===== src/rtl/vend_credit_controller.sv =====
// -----------------------------------------------------------------------------
// vend_credit_controller
//
// Credit and change-return sequencer for the vending machine. Coin levels from
// the coin accepter are synchronised and edge-detected, and each coin event
// adds its value to a saturating credit register. Purchase requests are
// granted or refused against that credit. A change-return request pays the
// credit back as a timed series of coin-return pulses, choosing the largest
// coin that still fits on each pulse.
//
// Ports
//   CLOCK_50      in   system clock, all state on the rising edge
//   reset         in   synchronous, active-high
//   circle        in   coin level, asynchronous, held for many cycles
//   triangle      in   coin level, asynchronous, held for many cycles
//   pentagon      in   coin level, asynchronous, held for many cycles
//   buy           in   one-cycle purchase request
//   price         in   item price, sampled with buy
//   coin_return   in   one-cycle change-return request
//   credit        out  current credit
//   dispense      out  one-cycle pulse, purchase granted
//   reject        out  one-cycle pulse, purchase refused
//   overflow      out  one-cycle pulse, coin value clipped at MAX_CREDIT
//   bad_coin      out  one-cycle pulse, coin vector was not one-hot
//   ret_circle    out  change-return drive, circle
//   ret_triangle  out  change-return drive, triangle
//   ret_pentagon  out  change-return drive, pentagon
//   busy          out  high whenever the controller is not idle
//   state_dbg     out  current FSM state (IDLE=0, RET_PULSE=1, RET_GAP=2)
//
// Request semantics: buy and coin_return are single-cycle strobes with no
// back-pressure. Every buy receives exactly one dispense or reject pulse in
// the following cycle; a coin_return is acted on only when idle with nonzero
// credit, and is otherwise dropped without a response.
// -----------------------------------------------------------------------------
module vend_credit_controller #(
  parameter int CREDIT_W     = 8,
  parameter int MAX_CREDIT   = 255,
  parameter int VAL_CIRCLE   = 1,
  parameter int VAL_TRIANGLE = 3,
  parameter int VAL_PENTAGON = 5,
  parameter int PULSE_CYCLES = 25_000_000,
  parameter int GAP_CYCLES   = 25_000_000
) (
  input  logic                CLOCK_50,
  input  logic                reset,
  input  logic                circle,
  input  logic                triangle,
  input  logic                pentagon,
  input  logic                buy,
  input  logic [CREDIT_W-1:0] price,
  input  logic                coin_return,
  output logic [CREDIT_W-1:0] credit,
  output logic                dispense,
  output logic                reject,
  output logic                overflow,
  output logic                bad_coin,
  output logic                ret_circle,
  output logic                ret_triangle,
  output logic                ret_pentagon,
  output logic                busy,
  output logic [1:0]          state_dbg
);

  // The timer only ever holds (length - 1), so it needs to cover the longer
  // of the two phases minus one.
  localparam int CNT_MAX = (PULSE_CYCLES > GAP_CYCLES) ? PULSE_CYCLES : GAP_CYCLES;
  localparam int CNT_W   = (CNT_MAX > 1) ? $clog2(CNT_MAX) : 1;

  localparam logic [CNT_W-1:0]    PULSE_LOAD = CNT_W'(PULSE_CYCLES - 1);
  localparam logic [CNT_W-1:0]    GAP_LOAD   = CNT_W'(GAP_CYCLES - 1);
  localparam logic [CREDIT_W-1:0] V_CIRCLE   = CREDIT_W'(VAL_CIRCLE);
  localparam logic [CREDIT_W-1:0] V_TRIANGLE = CREDIT_W'(VAL_TRIANGLE);
  localparam logic [CREDIT_W-1:0] V_PENTAGON = CREDIT_W'(VAL_PENTAGON);
  localparam logic [CREDIT_W:0]   MAX_EXT    = (CREDIT_W+1)'(MAX_CREDIT);
  localparam logic [CREDIT_W-1:0] MAX_VAL    = CREDIT_W'(MAX_CREDIT);

  typedef enum logic [1:0] {
    IDLE      = 2'd0,
    RET_PULSE = 2'd1,
    RET_GAP   = 2'd2
  } state_t;

  state_t state;

  // Coin vector bit order: [0] circle, [1] triangle, [2] pentagon.
  logic [2:0]          coin_sync1;
  logic [2:0]          coin_sync2;
  logic [2:0]          coin_prev;
  logic [CNT_W-1:0]    cnt;
  logic [2:0]          ret_sel;

  logic                coin_event;
  logic                coin_onehot;
  logic                coin_good;
  logic [CREDIT_W:0]   coin_val;
  logic [CREDIT_W:0]   sum;
  logic                coin_ovf;
  logic [CREDIT_W-1:0] t_credit;
  logic                buy_ok;
  logic [CREDIT_W-1:0] after_buy;
  logic [2:0]          sel_idle;
  logic [2:0]          sel_live;

  // Largest denomination whose value fits in amt, as a one-hot {p, t, c}.
  // Written without assuming an ordering of the three values.
  function automatic logic [2:0] pick_denom(input logic [CREDIT_W-1:0] amt);
    logic [2:0]          sel;
    logic [CREDIT_W-1:0] best;
    sel  = 3'b000;
    best = '0;
    if (V_CIRCLE <= amt) begin
      sel  = 3'b001;
      best = V_CIRCLE;
    end
    if ((V_TRIANGLE <= amt) && (V_TRIANGLE > best)) begin
      sel  = 3'b010;
      best = V_TRIANGLE;
    end
    if ((V_PENTAGON <= amt) && (V_PENTAGON > best)) begin
      sel  = 3'b100;
    end
    return sel;
  endfunction

  function automatic logic [CREDIT_W-1:0] denom_value(input logic [2:0] sel);
    logic [CREDIT_W-1:0] v;
    case (sel)
      3'b001:  v = V_CIRCLE;
      3'b010:  v = V_TRIANGLE;
      3'b100:  v = V_PENTAGON;
      default: v = '0;
    endcase
    return v;
  endfunction

  always_comb begin
    // One event per level episode: first nonzero sample after a zero sample.
    coin_event  = (coin_sync2 != 3'b000) && (coin_prev == 3'b000);
    coin_onehot = (coin_sync2 != 3'b000) &&
                  ((coin_sync2 & (coin_sync2 - 3'b001)) == 3'b000);
    coin_good   = coin_event && coin_onehot;

    coin_val = '0;
    if (coin_good) begin
      case (coin_sync2)
        3'b001:  coin_val = {1'b0, V_CIRCLE};
        3'b010:  coin_val = {1'b0, V_TRIANGLE};
        3'b100:  coin_val = {1'b0, V_PENTAGON};
        default: coin_val = '0;
      endcase
    end

    // One extra bit so the saturation test sees the carry.
    sum      = {1'b0, credit} + coin_val;
    coin_ovf = (sum > MAX_EXT);
    t_credit = coin_ovf ? MAX_VAL : sum[CREDIT_W-1:0];

    buy_ok    = (t_credit >= price);
    after_buy = (buy && buy_ok) ? (t_credit - price) : t_credit;

    // Idle start uses the post-purchase credit; re-entry from the gap uses
    // the live credit so coins inserted during the return are also paid out.
    sel_idle = pick_denom(after_buy);
    sel_live = pick_denom(t_credit);
  end

  always_ff @(posedge CLOCK_50) begin
    if (reset) begin
      coin_sync1 <= 3'b000;
      coin_sync2 <= 3'b000;
      coin_prev  <= 3'b000;
      state      <= IDLE;
      credit     <= '0;
      cnt        <= '0;
      ret_sel    <= 3'b000;
      dispense   <= 1'b0;
      reject     <= 1'b0;
      overflow   <= 1'b0;
      bad_coin   <= 1'b0;
    end else begin
      coin_sync1 <= {pentagon, triangle, circle};
      coin_sync2 <= coin_sync1;
      coin_prev  <= coin_sync2;

      // Coin events are honoured in every state.
      overflow <= coin_good && coin_ovf;
      bad_coin <= coin_event && !coin_onehot;
      dispense <= 1'b0;
      reject   <= 1'b0;

      case (state)
        IDLE: begin
          credit <= after_buy;
          if (buy) begin
            dispense <= buy_ok;
            reject   <= !buy_ok;
          end
          if (coin_return && (after_buy != '0)) begin
            state   <= RET_PULSE;
            credit  <= after_buy - denom_value(sel_idle);
            ret_sel <= sel_idle;
            cnt     <= PULSE_LOAD;
          end
        end

        RET_PULSE: begin
          credit <= t_credit;
          reject <= buy;
          if (cnt == '0) begin
            state   <= RET_GAP;
            ret_sel <= 3'b000;
            cnt     <= GAP_LOAD;
          end else begin
            cnt <= cnt - CNT_W'(1);
          end
        end

        RET_GAP: begin
          reject <= buy;
          if (cnt == '0) begin
            if (t_credit == '0) begin
              state  <= IDLE;
              credit <= t_credit;
            end else begin
              // Greedy pick on t_credit, which never exceeds MAX_CREDIT and
              // always covers the chosen coin, so no underflow is possible.
              state   <= RET_PULSE;
              credit  <= t_credit - denom_value(sel_live);
              ret_sel <= sel_live;
              cnt     <= PULSE_LOAD;
            end
          end else begin
            credit <= t_credit;
            cnt    <= cnt - CNT_W'(1);
          end
        end

        default: begin
          state   <= IDLE;
          ret_sel <= 3'b000;
        end
      endcase
    end
  end

  // ret_* come straight from flops, so they are glitch-free and mutually
  // exclusive by construction of the one-hot ret_sel.
  assign ret_circle   = ret_sel[0];
  assign ret_triangle = ret_sel[1];
  assign ret_pentagon = ret_sel[2];
  assign busy         = (state != IDLE);
  assign state_dbg    = state;

endmodule


===== config.mk =====
export PLATFORM = sky130hd
export DESIGN_NAME = vend_credit_controller
export DESIGN_NICKNAME = d
export VERILOG_FILES = /design/src/rtl/vend_credit_controller.sv
export SDC_FILE = /design/constraint.sdc
export NUM_CORES = 1
export LEC_CHECK = 0
export ABC_CLOCK_PERIOD_IN_PS = 14500
export CORE_MARGIN = 8
export CORE_UTILIZATION = 46
export CTS_BUF_LIST = sky130_fd_sc_hd__clkbuf_8
export DETAILED_ROUTE_END_ITERATION = 10
export GPL_TIMING_DRIVEN = 0
export HOLD_SLACK_MARGIN = 0.1
export PLACE_DENSITY = 0.65
export SYNTH_ARGS = -nofsm -noshare
export SYNTH_HDL_FRONTEND = slang
export SYNTH_SLANG_ARGS = --single-unit

===== constraint.sdc =====
create_clock -name CLOCK_50 -period 14.5 [get_ports CLOCK_50]
set_input_delay 2.9 -clock CLOCK_50 [delete_from_list [all_inputs] [get_ports CLOCK_50]]
set_output_delay 2.9 -clock CLOCK_50 [all_outputs]
set_load 0.01 [all_outputs]

==> Yosys cells after proc, flatten, opt, wreduce, memory -nomap -nowiden <==
Cells that the tools add are included.
{ "totals": {"regBits": 51, "input_bits": 15, "out_inout_bits": 18, "word_cells": 119} }
{ "classes": {"add_sub_neg": 6, "magnitude_cmp": 12, "n_eq_ne": 16, "mux": 44, "bitwise_logic": 3, "n_reduce_logical": 27} }
{ "ops": {"columns": ["op", "count"], "rows": [
  ["8-bit two-way mux", 14],
  ["25-bit two-way mux", 4],
  ["25-bit one-hot mux with 3 select lines", 1],
  ["3-bit one-hot mux with 3 select lines", 4],
  ["3-bit two-way mux", 9],
  ["25-bit zero test", 1],
  ["25-bit by 1-bit subtractor with 25-bit output (second input constant)", 1],
  ["8-bit one-hot mux with 3 select lines", 1],
  ["8-bit subtractor", 3],
  ["2-bit by 8-bit greater-than comparator with 1-bit output (first input constant)", 2],
  ["3-bit by 8-bit greater-than comparator with 1-bit output (first input constant)", 2],
  ["1-bit by 8-bit less-or-equal comparator with 1-bit output (first input constant)", 2],
  ["2-bit by 8-bit less-or-equal comparator with 1-bit output (first input constant)", 2],
  ["3-bit by 8-bit less-or-equal comparator with 1-bit output (first input constant)", 2],
  ["1-bit logical AND", 11],
  ["8-bit by 9-bit adder with 9-bit output", 1],
  ["3-bit by 1-bit == test with 1-bit output (second input constant)", 3],
  ["3-bit by 2-bit == test with 1-bit output (second input constant)", 3],
  ["3-bit == test (second input constant)", 3],
  ["9-bit by 8-bit greater-than comparator with 1-bit output (second input constant)", 1],
  ["8-bit >= comparator", 1],
  ["8-bit zero test", 1],
  ["2-bit != test (second input constant)", 4],
  ["8-bit nonzero test", 1],
  ["19 further kinds", 31]
]} }

==> Longest topological paths before layout <==
Gate-level depths: netlist (run 1).
{ "depth": {"depth_word": 28, "ltp_mapped": 29, "mapped_depth_nobuf": 28} }

==> Least setup slack after synthesis (run 1) <==
OpenSTA, ideal clock, no wires.
{ "synth_path": {"kind": "in2reg", "start": "input port price[2]", "end": "register credit[5]", "setup_ns": 0.088, "arrival_ns": 6.695, "required_time_ns": 14.412, "slack_ns": 7.717, "cell_stages": 17, "path_buffers": 1, "cell_sequence": "inv_1 ha_1 nor2b_4 o31a_4 o31a_4 o221ai_4 clkbuf_1 mux2_2 o21ai_0 nand2_1 ha_1 nor2b_1 o21ai_0 nand3b_1 nor2_1 mux2_2 o32ai_2"} }
{ "synth_between": {"elab_chain_cells": 19, "word_cells_on_any_way": 28, "classes_between": "add/sub (2); order compare (6); eq/ne (3); mux (12); reduce/logical (5)"} }
{ "synth_lines": {"columns": ["item", "line_no", "rtl"], "rows": [
  ["start, declared", "51", "input logic [CREDIT_W-1:0] price,"],
  ["8-bit >= comparator", "159", "buy_ok = (t_credit >= price);"],
  ["1-bit logical AND", "160", "after_buy = (buy && buy_ok) ? (t_credit - price) : t_credit;"],
  ["8-bit two-way mux (*)", "160", null],
  ["1-bit by 8-bit less-or-equal comparator with 1-bit output", "112", "if (V_CIRCLE <= amt) begin"],
  ["1-bit two-way mux", "112", null],
  ["2-bit by 8-bit greater-than comparator with 1-bit output", "116", "if ((V_TRIANGLE <= amt) && (V_TRIANGLE > best)) begin"],
  ["1-bit logical AND", "116", null],
  ["8-bit two-way mux", "116", null],
  ["(+3 left out)", null, null],
  ["3-bit == test, or another cell as far along", "128", "case (sel)"],
  ["3-bit one-hot mux with 3 select lines", "128", null],
  ["8-bit two-way mux", "199", "if (coin_return && (after_buy != '0)) begin"],
  ["8-bit two-way mux", "192", "case (state)"],
  ["8-bit two-way mux", "169", "if (reset) begin"],
  ["8-bit subtractor", "201", "credit <= after_buy - denom_value(sel_idle);"],
  ["8-bit two-way mux (*)", "199", null],
  ["8-bit one-hot mux with 3 select lines (*)", "192", null],
  ["end signal, assigned", "194", "credit <= after_buy;"],
  ["end signal, assigned", "201", null],
  ["end signal, assigned", "208", "credit <= t_credit;"],
  ["end, declared", "53", "output logic [CREDIT_W-1:0] credit,"]
]} }
Every way passes the cells marked *; elsewhere a longest branch is shown, timed or not. The select of a mux whose other input is x is not followed.
A chain may end at the register's enable or synchronous reset.

==> Worst setup path in the final report (run 1) <==
Ends and elaborated chain as after synthesis.

==> results of run 1 <==
-- layout by cell type (no fill, tap or decap), types with 5 or more instances in the layout --
| cell | count |
|---|---|
| xnor2_1 | 11 |
| nand3_1 | 12 |
| or3_1 | 7 |
| a21o_1 | 6 |
| a31oi_1 | 5 |
| clkbuf_8 | 6 |
| nor4_1 | 11 |
| a311oi_1 | 12 |
| nor2b_1 | 16 |
| xor2_1 | 8 |
| nor3_1 | 24 |
| o21ai_0 | 20 |
| clkdlybuf4s50_1 | 32 |
| mux2i_1 | 12 |
| nand3b_1 | 5 |
| clkbuf_1 | 14 |
| ha_1 | 24 |
| nand2b_1 | 10 |
| nor2_1 | 44 |
| a21oi_1 | 37 |
| nand2_1 | 40 |
| inv_1 | 37 |
| dfxtp_1 | 51 |
-- power breakdown --
| group | switching [uW] | internal, uW | leakage (uW) |
|---|---|---|---|
| Clock | 51.4 | 39.1 | 0.0000474 |
| Sequential | 39.4 | 182 | 0.000421 |
| Combinational | 425 | 282 | 0.00143 |
-- Yosys cell counts, drive strengths merged, types with 5 or more instances --
cell / instances
ha: 24
a211oi: 5
or2: 6
a311oi: 13
o21ai: 24
dfxtp: 51
clkbuf: 14
nor3: 27
a31oi: 5
xnor2: 11
nor4: 15
nand3: 12
nor2b: 17
mux2i: 14
xor2: 8
a21oi: 39
nand3b: 5
nor2: 46
nand4: 5
nand2: 41
inv: 37
a21o: 6
buf: 8
or3: 7
nand2b: 10
-- per-stage QoR --
step | total power, uW | setup slack [ps] | hold WS [ps] | util (%)
after floorplan | 741 | 7720 | 414 | -
after global placement | 904 | 6810 | 417 | 51.8
after detailed placement | 918 | 6810 | 425 | 51.8
after CTS | 1010 | 7140 | 450 | 52.9
after global routing | 1100 | 6830 | 470 | 52.9
final | 1020 | 7110 | 445 | 52.9
-- routing by layer --
layer  wire length [um]  part of all wire (%)
met1               5360                    47
met2               5160                    45
met3                602                   5.3
met4                238                   2.1
met5                  0                     0
-- final cells by class --
class                           instances  area (um^2)  area share [%]
Inverter                               37          139            2.90
Tap cell                              111          139            2.90
Buffer                                 22          121            2.53
Clock buffer                            6         82.6            1.72
Multi-Input combinational cell        411         2950            61.6
Timing Repair Buffer                   32          320            6.68
Sequential cell                        51         1020            21.3
Clock inverter                          2         16.3           0.339
-- critical path: cells and delay by family --
family                   cells  cell delay (ps)
AO/OA/AOI/OAI                6             1540
buffers and inverters        3              870
multiplexers                 2              830
AND/OR/NAND/NOR              5              810
adder cells (fa/ha/maj)      2              660
-- kinds of logic (layout without fill, tap and decap cells) --
logic type | count (synthesis) | in the layout | synth area share [%]
buf+inv | 59 | 99 | 6.14
compound gates | 136 | 136 | 24.6
flops | 51 | 51 | 24.1
mux | 17 | 17 | 4.28
xor+xnor | 19 | 19 | 3.93
fa+ha+maj | 28 | 28 | 8.98
simple gates | 211 | 211 | 27.9
-- final timing paths --
kind / to / slack (ps) / cells past startpoint / start
max reg2reg: credit[5]$_SDFFE_PP0P_ / 7390 / 23 / coin_prev[1]$_SDFF_PP0_
min reg2reg: coin_sync2[2]$_SDFF_PP0_ / 440 / 1 / coin_sync1[2]$_SDFF_PP0_
max: credit[5]$_SDFFE_PP0P_ / 7110 / 18 / price[2]
min: coin_sync2[2]$_SDFF_PP0_ / 440 / 1 / coin_sync1[2]$_SDFF_PP0_
-- state kept, by name, indices dropped and copies added (netlist names), 2 cells and up --
register and flops:
coin_prev 3, coin_sync1 3, state_dbg 2, ret_sel 3, credit 8, cnt 25
coin_sync2 3
==> flow_summary.toml, run 1 <==
[sta]
finalHoldViolCount = 0
clock_skew_ps = 10.5
rsz0062_at_grt = "false"
fin_setup_tns_ps = 0
fin_crit_sh_pct = 51.0
maxSlewHeadroom_pct = 38.1
setup_viol = 0
tightest_slew_ps = 921
fin_crit_ps = 7390
slew_violations = 0
max_freq_ghz = 0.135

[setup_path]
crit_chain = "clkdlybuf4s50_1 > inv_1 > ha_1 > nor2b_4 > o31a_4 > o31a_4 > o221ai_4 > clkbuf_1 > mux2_2 > o21ai_0 > nand2_1 > ha_1 > nor2b_1 > o21ai_0 > nand3b_1 > nor2_1 > mux2_2 > o32ai_2"
critPathLaunchType = "input port"
cp.arrival_ps = 7620
endpoint_kind = "flip-flop"
slowest_stage = "mux2_2"
max_stage_delay_ps = 460
crit_fanout = 10
worstPathRequired_ps = 14730
critPathKind = "input port to flip-flop"

[final_layout]
fill_cells = 860
fin_nets = 603
fin_cells = 672
layout-drive-gt1-share_pct = 10.5
syn_to_final_growth_pct = 13.2
antenna_cells = 0
final_area_um2 = 4790

[drt]
wl_per_cell_um = 16.9
via_count = 4019
drcViolationCount = 0
wl_um = 11400
drt_iter0_drc = 254
vias_per_cell = 5.98
ant_nets = 0
firstDrtPassIters = 5

[global_routing]
antenna_found_initial = 0
grt.overflow.total = 0
grt_pass1_wl_um = 18700
grt_pass1_vias = 3731
busiest_layer = "met2"
use_met2_pct = 28.8
track_usage_pct = 18.0
grt_use_met3_pct = 3.08
grt_max_degree = 17
use_met1_pct = 23.9

[clock_network]
clk_pin_slew_ps = 100
cts_setup_buffers = 0
clk_latency_ps = 310
root_buffer = "clkbuf_8"
cts.sinks = 51
numCtsBuffers = 5
post_cts_resized = 0
htree_levels = 2
clockBufferDepth = 2
cts_tree = "built"
postCtsHoldBufs = 0

[synthesis]
synth-seq-cells = 51
yosysWarnings = 0
synth_top_area_share_pct = 24.1
synthCells = 521
synth_nets = 564
async_flop_share_pct = 0
syn-cell-area_um2 = 4240
yosysTopAreaCell = "dfxtp_1"
yosysSeqAreaShare_pct = 24.1
synth_flop_cell = "dfxtp_1"
netlist_top_cells_area = "dfxtp_1 24%, ha_1 7.1%, a21oi_1 4.4%"
ys_types = 86
synth_edf_count = 0
syn_area_per_cell_um2 = 8.13

[power_and_ir_drop]
powerDensity_nw_per_um2 = 213
peakVddDrop_mv = 0.118
leakagePower_uw = 0.00190

[placement]
dp_hpwl_um = 8710
post-place-cells = 664
port_buffers = 32
placed_area_um2 = 4690
finalWeightedCongestion = 0.917

[run_status]
status = "finished clean"

[die]
io_pins = 33
die_area_um2 = 12500
start_util_pct = 46.7
core_um2 = 9060
die_h_um = 112
row_count = 35
dieWidth_um = 112

[hold_path]
hold_class = "flip-flop to flip-flop"

[run]
max_cap_viol_count = 0
No activity file was read; power rests on OpenSTA's default activity.
==> run 2, diff against run 1 <==
ABC_CLOCK_PERIOD_IN_PS = 6900   (was 14500)
clock period = 6.9 ns   (was 14.5 ns; I/O delays follow)
==> flow_summary.toml, run 2 (synthesis gave the netlist of run 1 again) <==
[clock_network]
clk_pin_slew_ps = 100
cts.sinks = 51
numCtsBuffers = 5
clk_latency_ps = 310
postCtsHoldBufs = 0
htree_levels = 2
root_buffer = "clkbuf_8"
clockBufferDepth = 2
cts_tree = "built"

[setup_path]
rr_worst_depth = 23
endpoint_kind = "flip-flop"
critPathLaunchType = "flip-flop"
crit_fanout = 6
critPathKind = "flip-flop to flip-flop"
cp.arrival_ps = 6720
path_buf_inv = 2
crit_chain = "or3_1 > or4b_4 > fa_2 > and2b_4 > o21ai_0 > mux2i_2 > inv_1 > ha_1 > nand4_1 > nor2_1 > or3_1 > o221ai_4 > buf_4 > mux2_2 > o311a_1 > nand2_1 > ha_1 > nor2b_1 > o21ai_0 > nand3b_1 > nor2_2 > mux2_2 > o32ai_2"
r2r_start = "coin_prev[1]$_SDFF_PP0_"
max_stage_delay_ps = 570
r2r_slack_ps = 410
slowest_stage = "or4b_4"
cp_top_family = "simple AND/OR/NAND/NOR gates"
worstPathRequired_ps = 7130
r2r-end = "credit[5]$_SDFFE_PP0P_"

[sta]
setup_viol = 0
slew_violations = 0
fin_crit_ps = 6490
rsz0062_at_grt = "false"
maxSlewHeadroom_pct = 37.6
finalHoldViolCount = 0
max_freq_ghz = 0.154
clock_skew_ps = 9.20
fin_crit_sh_pct = 94.1
hold_ws_ps = 449
tightest_slew_ps = 913
fin_ws_ps = 409

[placement]
port_buffers = 32
post-place-cells = 664
finalWeightedCongestion = 0.917
dp_hpwl_um = 8710
placed_area_um2 = 4690
pre_cts_slack_ps = -134

[die]
io_pins = 33
row_count = 35
die_area_um2 = 12500
die_h_um = 112
dieWidth_um = 112
core_um2 = 9060
start_util_pct = 46.7

[final_layout]
final_cell_mix = "51 x dfxtp_1, 43 x nor2_1, 39 x nand2_1"
syn_to_final_growth_pct = 15.6
fill_cells = 841
final_area_um2 = 4900
fin_cells = 680
utilization_pct = 54.0
antenna_cells = 0
top_register = "cnt"
reg_top3 = "cnt: 25 flops, credit: 8 flops"
layout-drive-gt1-share_pct = 13.7
fin_nets = 611
largest_register_ffs = 25
final_common_cell = "dfxtp_1"

[global_routing]
grt.overflow.total = 0
track_usage_pct = 18.0
grt_max_degree = 17
grt_pass1_vias = 3736
antenna_found_initial = 0
use_met2_pct = 28.8
use_met1_pct = 24.0
grt_pass1_wl_um = 18800
grt_use_met3_pct = 3.08
busiest_layer = "met2"

[run]
max_cap_viol_count = 0

[drt]
wl_um = 11400
drcViolationCount = 0
ant_nets = 0
wl_per_cell_um = 16.8
via_count = 4047
drt_iter0_drc = 215
firstDrtPassIters = 5
vias_per_cell = 5.95

[hold_path]
holdPathStages = 1
worstHoldStart = "coin_sync1[0]$_SDFF_PP0_"
hold_path_end = "coin_sync2[0]$_SDFF_PP0_"
hold_class = "flip-flop to flip-flop"

[power_and_ir_drop]
powerDensity_nw_per_um2 = 442
leakagePower_uw = 0.00193
peakVddDrop_mv = 0.247

[run_status]
status = "finished clean"
==> run 2: cell types whose count changed in the layout (fill, tap and decap cells not counted), sizes merged <==
cell / change
buf: +8
==> run 2: layout make-up <==
type / instances / area [um^2] / share of cell area [%]
multi-input combinational: 411 / 2990 / 61.1
sequential: 51 / 1020 / 20.8
timing repair buffer: 40 / 380 / 7.77
inverter: 37 / 139 / 2.84
tap: 111 / 139 / 2.84
buffer: 22 / 125 / 2.55
clock buffer: 6 / 82.6 / 1.69
clock inverter: 2 / 16.3 / 0.332
==> run 2: worst register-to-register path: stages, from the launching register on <==
cell and delay [ps]:
dfxtp_1 310, or3_1 460, or4b_4 570, fa_2 400
and2b_4 300, o21ai_0 160, mux2i_2 330, inv_1 130
ha_1 350, nand4_1 110, nor2_1 60, or3_1 380
o221ai_4 260, buf_4 160, mux2_2 380, o311a_1 430
nand2_1 120, ha_1 230, nor2b_1 130, o21ai_0 140
nand3b_1 190, nor2_2 220, mux2_2 360, o32ai_2 250
==> run 2: how the worst max path moves through the flow <==
stage | start | endpoint | slack [ps] | cells past startpoint
floorplan | coin_prev[1]$_SDFF_PP0_ | credit[5]$_SDFFE_PP0P_ | 640 | 22
CTS | coin_prev[1]$_SDFF_PP0_ | credit[5]$_SDFFE_PP0P_ | 10 | 22
detailed placement | coin_prev[1]$_SDFF_PP0_ | credit[5]$_SDFFE_PP0P_ | -130 | 22
finish | coin_prev[1]$_SDFF_PP0_ | credit[5]$_SDFFE_PP0P_ | 410 | 23
global route | coin_prev[1]$_SDFF_PP0_ | credit[5]$_SDFFE_PP0P_ | 30 | 25
global placement | coin_prev[1]$_SDFF_PP0_ | credit[5]$_SDFFE_PP0P_ | -110 | 23
==> run 2: power breakdown <==
group          internal [uW]  leakage [uW]  switching, uW
clock network           82.1     0.0000474            106
registers                382      0.000421           82.1
logic                    613       0.00146            900
==> run 2: metrics by stage <==
| stage | power [uW] | TNS (ps) |
|---|---|---|
| 2_1_floorplan | 1560 | 0 |
| 3_3_place_gp | 1900 | -111 |
| 3_5_place_dp | 1930 | -134 |
| 6_report | 2170 | 0 |
| 4_1_cts | 2130 | 0 |
| 5_1_grt | 2350 | 0 |
==> run 2: repair_timing <==
action,4_1_cts,5_1_grt
setup buffers,0,8
gates resized for setup,3,13
pin swaps,0,2
cloned,0,0
endpoints found under the setup margin,2,6
==> run 2: layer usage <==
layer	vias to the layer above	wire length [um]
li1	2002	-
met1	1895	5150
met2	128	5220
met3	22	801
met4	0	231
met5	-	0
